==> src/rtl/jk_ff_pkg.sv <==
// rtl/jk_ff_pkg.sv - JK operation encoding and next-state helper for jk_ff_bank
package jk_ff_pkg;

    // Encoding matches the concatenation {j, k}.
    typedef enum logic [1:0] {
        JK_HOLD = 2'b00,
        JK_CLR  = 2'b01,
        JK_SET  = 2'b10,
        JK_TGL  = 2'b11
    } jk_op_e;

    function automatic logic jk_next(jk_op_e op, logic q);
        logic nxt;
        case (op)
            JK_HOLD: nxt = q;
            JK_CLR:  nxt = 1'b0;
            JK_SET:  nxt = 1'b1;
            JK_TGL:  nxt = ~q;
            default: nxt = q;
        endcase
        return nxt;
    endfunction

endpackage

==> src/rtl/jk_ff_cell.sv <==
// rtl/jk_ff_cell.sv - one JK state bit with change flag and optional saturating toggle counter
// Optional feature macro: JK_FF_BANK_TOGGLE_CNT_EN (counter built when defined, else tied to 0)
// Ports: clk, reset (sync, active-high), valid, load, load_data, j, k, clear_cnt in;
//        q, changed, cnt[CNT_W-1:0] out
module jk_ff_cell
    import jk_ff_pkg::*;
#(
    parameter logic RESET_BIT = 1'b0,
    parameter int   CNT_W     = 8
) (
    input  logic             clk,
    input  logic             reset,
    input  logic             valid,
    input  logic             load,
    input  logic             load_data,
    input  logic             j,
    input  logic             k,
    input  logic             clear_cnt,
    output logic             q,
    output logic             changed,
    output logic [CNT_W-1:0] cnt
);

    logic q_next;

    // j/k are only looked at when valid is high, so X on them while idle
    // cannot reach q.
    always_comb begin
        q_next = q;
        if (load) begin
            q_next = load_data;
        end else if (valid) begin
            q_next = jk_next(jk_op_e'({j, k}), q);
        end
    end

    always_ff @(posedge clk) begin
        if (reset) begin
            q       <= RESET_BIT;
            changed <= 1'b0;
        end else begin
            q       <= q_next;
            changed <= q_next ^ q;
        end
    end

`ifdef JK_FF_BANK_TOGGLE_CNT_EN
    logic toggle_hit;

    // Only a genuine JK toggle counts; set/clear/load edges do not, even if q flips.
    assign toggle_hit = valid & ~load & j & k;

    always_ff @(posedge clk) begin
        if (reset) begin
            cnt <= '0;
        end else if (clear_cnt) begin
            cnt <= '0;
        end else if (toggle_hit && (cnt != {CNT_W{1'b1}})) begin
            cnt <= cnt + 1'b1;
        end
    end
`else
    logic unused_clear_cnt;

    assign unused_clear_cnt = clear_cnt;
    assign cnt              = '0;
`endif

endmodule

==> src/rtl/jk_ff_bank.sv <==
// rtl/jk_ff_bank.sv - bank of WIDTH independent JK flip-flops with load, valid strobe and change mask
// Optional feature macro: JK_FF_BANK_TOGGLE_CNT_EN (per-bit saturating toggle counters)
// Ports: clk, reset (sync, active-high), valid, j, k, load, load_data, clear_cnt in;
//        q, qb, q_valid, changed, toggle_cnt (bit i at [i*CNT_W +: CNT_W]) out
module jk_ff_bank
    import jk_ff_pkg::*;
#(
    parameter int               WIDTH     = 8,
    parameter logic [WIDTH-1:0] RESET_VAL = '0,
    parameter int               CNT_W     = 8
) (
    input  logic                   clk,
    input  logic                   reset,
    input  logic                   valid,
    input  logic [WIDTH-1:0]       j,
    input  logic [WIDTH-1:0]       k,
    input  logic                   load,
    input  logic [WIDTH-1:0]       load_data,
    input  logic                   clear_cnt,
    output logic [WIDTH-1:0]       q,
    output logic [WIDTH-1:0]       qb,
    output logic                   q_valid,
    output logic [WIDTH-1:0]       changed,
    output logic [WIDTH*CNT_W-1:0] toggle_cnt
);

    // qb is a pure inversion of the register so it can never disagree with q.
    assign qb = ~q;

    always_ff @(posedge clk) begin
        if (reset) begin
            q_valid <= 1'b0;
        end else begin
            q_valid <= valid | load;
        end
    end

    for (genvar i = 0; i < WIDTH; i++) begin : g_cell
        jk_ff_cell #(
            .RESET_BIT (RESET_VAL[i]),
            .CNT_W     (CNT_W)
        ) u_cell (
            .clk       (clk),
            .reset     (reset),
            .valid     (valid),
            .load      (load),
            .load_data (load_data[i]),
            .j         (j[i]),
            .k         (k[i]),
            .clear_cnt (clear_cnt),
            .q         (q[i]),
            .changed   (changed[i]),
            .cnt       (toggle_cnt[i*CNT_W +: CNT_W])
        );
    end

endmodule

==> config.mk <==
export PLATFORM = sky130hd
export DESIGN_NAME = jk_ff_bank
export DESIGN_NICKNAME = d
export VERILOG_FILES = /design/src/rtl/jk_ff_pkg.sv /design/src/rtl/jk_ff_cell.sv /design/src/rtl/jk_ff_bank.sv
export SDC_FILE = /design/constraint.sdc
export NUM_CORES = 1
export LEC_CHECK = 0
export CAP_MARGIN = 20
export CORE_MARGIN = 5
export CORE_UTILIZATION = 33
export DETAILED_ROUTE_END_ITERATION = 7
export HOLD_SLACK_MARGIN = 0.06
export PLACE_DENSITY_LB_ADDON = 0.1
export RECOVER_POWER = 100
export SLEW_MARGIN = 20
export SYNTH_ARGS = -nofsm -noshare
export SYNTH_HDL_FRONTEND = slang
export SYNTH_SLANG_ARGS = --single-unit
export TNS_END_PERCENT = 20
==> constraint.sdc <==
create_clock -name clk -period 1.4 [get_ports clk]
set_clock_uncertainty 0.2 [all_clocks]
set_input_delay 0.28 -clock clk [delete_from_list [all_inputs] [get_ports clk]]
set_output_delay 0.28 -clock clk [all_outputs]
set_load 0.005 [all_outputs]
# After elaboration in Yosys (flattened, before gate mapping)

Index checks and enable logic that the tools add are counted.

Reduce and logical (&&, ||, !) cells: 8
Equal/unequal tests: 24
Multiplexer cells: 24
Bitwise operators: 18

Operators by type and width:

| cell                                                                   | number |
|---|---|
| 2-bit equality test (second input constant)                            | 16 |
| 1-bit case mux with 4 select lines                                     | 8 |
| 2-bit by 1-bit equality test with 1-bit output (second input constant) | 8 |
| 2-bit logical NOT                                                      | 8 |
| 1-bit 2-to-1 mux                                                       | 16 |
| 1-bit inverter                                                         | 8 |
| 8-bit inverter                                                         | 1 |
| 1-bit XOR                                                              | 8 |
| 1-bit bitwise OR                                                       | 1 |

Input port bits: 29
Register bits after elaboration: 17
Word-level logic and storage cells: 91
Output and inout port bits: 89

# Logic depth before layout (Yosys ltp)

Word-level depth: 5
Mapped depth: 5
Mapped depth without buffers: 3

# By module

A second synthesis with hierarchy kept.

Cell total of the unflattened synthesis: 170
Area total of the unflattened synthesis: 1,521.5 µm²

By module, submodules not included:

| module     | area an instance (µm²) | sequential area each (µm²) | cells an instance | times used |
|---|---|---|---|---|
| jk_ff_cell | 182.7                  | 40.0                       | 20                | 8 |
| jk_ff_bank | 60.1                   | 20.0                       | 10                | 1 |

# Worst setup path after synthesis

Ideal clock, no wire load.

Path type: flip-flop to flip-flop
Start: reg g_cell[2].u_cell.q
End: reg g_cell[2].u_cell.changed
Library setup time: 128 ps
Data arrival time: 945 ps
Stages on the path, launching flop included: 4
Required time: 1,072 ps
Clock period less this slack: 1,273 ps
Setup slack: 127 ps
Path buffers: 0
Cell sequence: dfxtp_1 > mux2_2 > a22oi_1 > nor2_1

Word-level cells in the longest chain between the ends: 5

Ends and longest elaborated chain:

| element                            | RTL line         | source |
|---|---|---|
| from (decl)                        | jk_ff_cell.sv:19 | `output logic q,` |
| from (signal assigned)             | jk_ff_cell.sv:42 | `q <= q_next;` |
| 1-bit inverter                     | jk_ff_pkg.sv:18  | `JK_TGL: nxt = ~q;` |
| 1-bit case mux with 4 select lines | jk_ff_pkg.sv:14  | `case (op)` |
| 1-bit 2-to-1 mux                   | jk_ff_cell.sv:32 | `end else if (valid) begin` |
| 1-bit 2-to-1 mux                   | jk_ff_cell.sv:30 | `if (load) begin` |
| 1-bit XOR (*)                      | jk_ff_cell.sv:43 | `changed <= q_next ^ q;` |
| to (signal assigned)               | jk_ff_cell.sv:43 |  |
| to (decl)                          | jk_ff_cell.sv:20 | `output logic changed,` |

Mark *: on every way between the ends. The rest lies on a longest branch, timed or not.
A chain may end at the register's enable or synchronous reset.

# Worst setup path after layout

Start: reg g_cell[5].u_cell.q
End: reg g_cell[5].u_cell.changed

Word-level cells in the longest chain between the ends: 5

Ends and longest elaborated chain:

| element                            | RTL line |
|---|---|
| from (decl)                        | jk_ff_cell.sv:19 |
| from (signal assigned)             | jk_ff_cell.sv:42 |
| 1-bit inverter                     | jk_ff_pkg.sv:18 |
| 1-bit case mux with 4 select lines | jk_ff_pkg.sv:14 |
| 1-bit 2-to-1 mux                   | jk_ff_cell.sv:32 |
| 1-bit 2-to-1 mux                   | jk_ff_cell.sv:30 |
| 1-bit XOR (*)                      | jk_ff_cell.sv:43 |
| to (signal assigned)               | jk_ff_cell.sv:43 |
| to (decl)                          | jk_ff_cell.sv:20 |

Marks and branches as above.

==> results.env <==
OUTCOME='finished, final reports clean'
MAXIMUM_FANOUT_COUNT_ALONG_THE_CRITICAL_PATH=4
ROOT_CELL_OF_THE_CLOCK_TREE='sky130_fd_sc_hd__clkbuf_8'
POWER_PER_CELL_AREA_nW_PER_UM2=717
CRITICAL_PATH_BUF_INV_COUNT=1
TIMING.CRITICAL_PATH.REQUIRED_NS=1.35
WORSTSETUPSTARTPOINTTYPE='flip-flop'
DP_WORST_SETUP_SLACK_NS=-0.379
END_KIND='flip-flop'
FIN_TNS_SETUP_NS=0
CORE_UM2=4350
RRSETUPSLACK_NS=0.03
GLOBALROUTE.TOTALOVERFLOW=0
HOLD_END='g_cell[6].u_cell.changed'
CTS-HOLD-FIX-BUFFERS=0
WORST_R2R_ENDPOINT='g_cell[5].u_cell.changed'
CRIT_PATH_TOP_DELAY_CELL='sky130_fd_sc_hd__dfxtp_4'
CRITICAL-PATH-MAX-STAGE-DELAY_NS=0.36
NETS=272
CLOCKBUFFERDEPTH=2
DIODES=0
GRT_MAX_DEGREE=15
FINAL_SETUP_VIO_COUNT=0
DRT-WIRELENGTH-PER-CELL_UM=11.5
TOTAL_LEAKAGE_POWER_nW=0.976
PEAK_CLOCK_FREQUENCY_SUPPORTED_BY_TIMING_MHz=732
COMBPWRFRAC=0.335
FP-ROW-COUNT=24
DRT.ANTENNA.VIOLATING_NETS=0
SYN_AREA_PER_CELL_UM2=8.21
NET-SWITCHING-POWER_mW=0.400
ANTENNA_VIOLATIONS_BEFORE_REPAIR=0
CTS.SINKS=17
DR.FIRST_ITER.DRC_COUNT=40
TRITONCTS='done'
CP_CELL_SEQUENCE='buf_4 > mux2_1 > a22oi_2 > nor2_1'
RR_STARTPOINT='g_cell[5].u_cell.q'
DIE_H_UM=77.1
HORIZONTAL_DIE_DIMENSION_UM=77.1
FINAL.HOLD.WORST_SLACK_NS=0.253
INTPOWER_mW=0.980
YOSYS.CELL_TYPES.COUNT=23
ROUTE.DETAILED.DRC=0
FIRST_PASS_ITERS=3
TIMING.SETUP.CRITICAL_PATH_CLASS='flip-flop to flip-flop'
TIMING.REG2REG.WORST_PATH_DEPTH=4
MAXCAPVIOLATIONS=0
POST_DRT_VIA_CELL_RATIO=3.91
HPWLAFTERDP_UM=2790
PLACEMENT.IO_BUFFERS=52
TIMING_MAX_TRANSITION_VIOLATIONS_FINAL=0
CLKLATENCYLATEPIN_NS=0.25
SYN-CELL-AREA_UM2=1490
VIAS=1151
LAYOUT_SETUP_WS_NS=0.0335
POST_ROUTE_CELLS_DRIVE_ABOVE_1_SHARE=0.211
GLOBAL_ROUTE_WIRE_LENGTH_BEFORE_REPAIR_UM=5250
SW_FRAC_OF_TOTAL=0.290
NUMCTSBUFFERS=3
FINAL_CRITICAL_PATH_TIME_INCLUDING_I_O_DELAYS_AND_SETUP_NS=1.37
GRT_PASS1_VIAS=1118
HP-START='load'
CLOCKPOWERSHARE=0.271
CRIT_ARRIVAL_NS=1.32
NETLIST_INSTANCES=181
H-TREE-DEPTH=1
INITIAL_CORE_UTIL=0.341
HOLD_VIOL=0
MIN_PATH_TYPE='input port to flip-flop'
VDD_DROP_MAX_uV=268
INSTANCE_COUNT_AFTER_PLACEMENT_WITH_TAP_CELLS_INCLUDED=283
YS_SEQ_AREA_FRAC=0.229
YS_FF_LATCH=17
IO-PIN-COUNT=118
DIE_AREA_UM2=5940
MIN_PERIOD_OVER_PERIOD=0.976
SEQ_PWR_SHARE=0.395
FIN_UTIL=0.442
CRIT_FAMILY='flip-flops'
DRT-TOTAL-WL_UM=3370
GRT_USAGE=0.107
NUMBER_OF_INSTANCES_ON_THE_WORST_HOLD_PATH=3
GLOBAL_PLACER_S_FINAL_WEIGHTED_CONGESTION=0.723
FINAL-INSTANCE-COUNT-EXCL-FILL=294
CLK_PIN_SLEW_NS=0.07
RSZ0062_AT_GRT='no'
SYNTH-WARNING-COUNT=0
LAYOUT-AREA-OVERHEAD-VS-SYNTH_PCT=29.6
cell usage after synthesis:
cell                        number  share of area
sky130_fd_sc_hd__a2111oi_2       1          0.010
sky130_fd_sc_hd__and2b_1         1         0.0051
sky130_fd_sc_hd__nor2_1          7          0.018
sky130_fd_sc_hd__clkbuf_1        1         0.0025
sky130_fd_sc_hd__buf_6           3          0.023
sky130_fd_sc_hd__mux2_2          5          0.038
sky130_fd_sc_hd__xnor2_1         2          0.012
sky130_fd_sc_hd__nor2b_1         1         0.0042
sky130_fd_sc_hd__a211oi_1        7          0.035
sky130_fd_sc_hd__buf_4          80           0.40
sky130_fd_sc_hd__a22oi_1         5          0.025
sky130_fd_sc_hd__inv_1          13          0.033
sky130_fd_sc_hd__dfxtp_1        17           0.23
sky130_fd_sc_hd__o21a_1          5          0.025
sky130_fd_sc_hd__or2_1           1         0.0042
sky130_fd_sc_hd__a21oi_1        12          0.040
sky130_fd_sc_hd__buf_2           3          0.010
sky130_fd_sc_hd__a31oi_1         7          0.029
sky130_fd_sc_hd__nor3_1          2         0.0067
sky130_fd_sc_hd__conb_1          1         0.0025
sky130_fd_sc_hd__xor2_1          5          0.029
sky130_fd_sc_hd__a2111oi_1       1         0.0067
sky130_fd_sc_hd__a311oi_1        1         0.0059
worst max-delay path by stage:
stage               slack (ns)               start                       end  depth (start not counted)
floorplan                 0.13  g_cell[2].u_cell.q  g_cell[2].u_cell.changed                          3
global placement         -0.36               valid  g_cell[0].u_cell.changed                          4
detailed placement       -0.38               valid  g_cell[0].u_cell.changed                          4
CTS                      -0.08                load  g_cell[6].u_cell.changed                          4
global route             0.003  g_cell[7].u_cell.q  g_cell[7].u_cell.changed                          4
finish                    0.03  g_cell[5].u_cell.q  g_cell[5].u_cell.changed                          4
per-layer routing:
metal | share of wire | wire length [µm] | global-route usage
met1 | 0.38 | 1270 | 0.109
met2 | 0.52 | 1740 | 0.205
met3 | 0.096 | 322 | 0.0316
met4 | 0.011 | 36 | 0.0361
met5 | 0 | 0 | 0
through the flow:
stage,power [mW],instance area (µm²)
floorplan,0.926,1720
global placement,1.01,1820
detailed placement,1.02,1820
CTS,1.38,1880
global route,1.48,1920
finish,1.38,1920
cells by family after synthesis:
group | count (synthesis) | synth area share
buf+inv | 100 | 0.473
compound gates | 39 | 0.179
flops | 17 | 0.229
simple gates | 12 | 0.0379
xor+xnor | 7 | 0.0413
mux | 5 | 0.0379
other cells | 1 | 0.00252
layout make-up:
class,count,area (µm²)
Clock buffer,3,41.3
Clock inverter,1,5.00
Fill cell,426,2430
Inverter,13,48.8
Multi-Input combinational cell,127,699
Sequential cell,17,350
Tap cell,52,65.1
Timing Repair Buffer,81,714
cell usage in the layout (no fill, tap or decap), drive strengths merged:
master	n
conb	64
buf	29
clkdlybuf4s50	25
dlygate4sd2	18
dfxtp	17
inv	13
a21oi	12
nor2	7
a31oi	7
clkdlybuf4s15	7
a211oi	7
xor2	5
o21a	5
mux2	5
a22oi	5
clkbuf	4
nor3	2
xnor2	2
a2111oi	2
and2b	1
or2	1
nor2b	1
a311oi	1
clkinv	1
dlymetal6s2s	1
sequential cells by signal (all words and copies together), names as in the netlist:
register               flops
g_cell.u_cell.changed      8
g_cell.u_cell.q            8
q_valid                    1
repair_timing:
item	4_1_cts	5_1_grt
resized for setup	39	15
pin swaps	0	2
buffers inserted	5	2
endpoints found under the setup margin	36	18
cloned	0	0
worst register-to-register path: stages, from the launching register on:
cell                      delay (ns)
sky130_fd_sc_hd__dfxtp_4        0.36
sky130_fd_sc_hd__buf_4          0.13
sky130_fd_sc_hd__mux2_1         0.34
sky130_fd_sc_hd__a22oi_2        0.18
sky130_fd_sc_hd__nor2_1         0.05
power groups by stage:
stage          combinational, mW  clock (mW)  sequential [mW]
5_1_grt                    0.508       0.418            0.551
2_1_floorplan              0.366           0            0.560
4_1_cts                    0.444       0.389            0.545
6_report                   0.462       0.374            0.544
3_5_place_dp               0.463           0            0.559
3_3_place_gp               0.457           0            0.557
No activity file was read; power rests on OpenSTA's default activity.
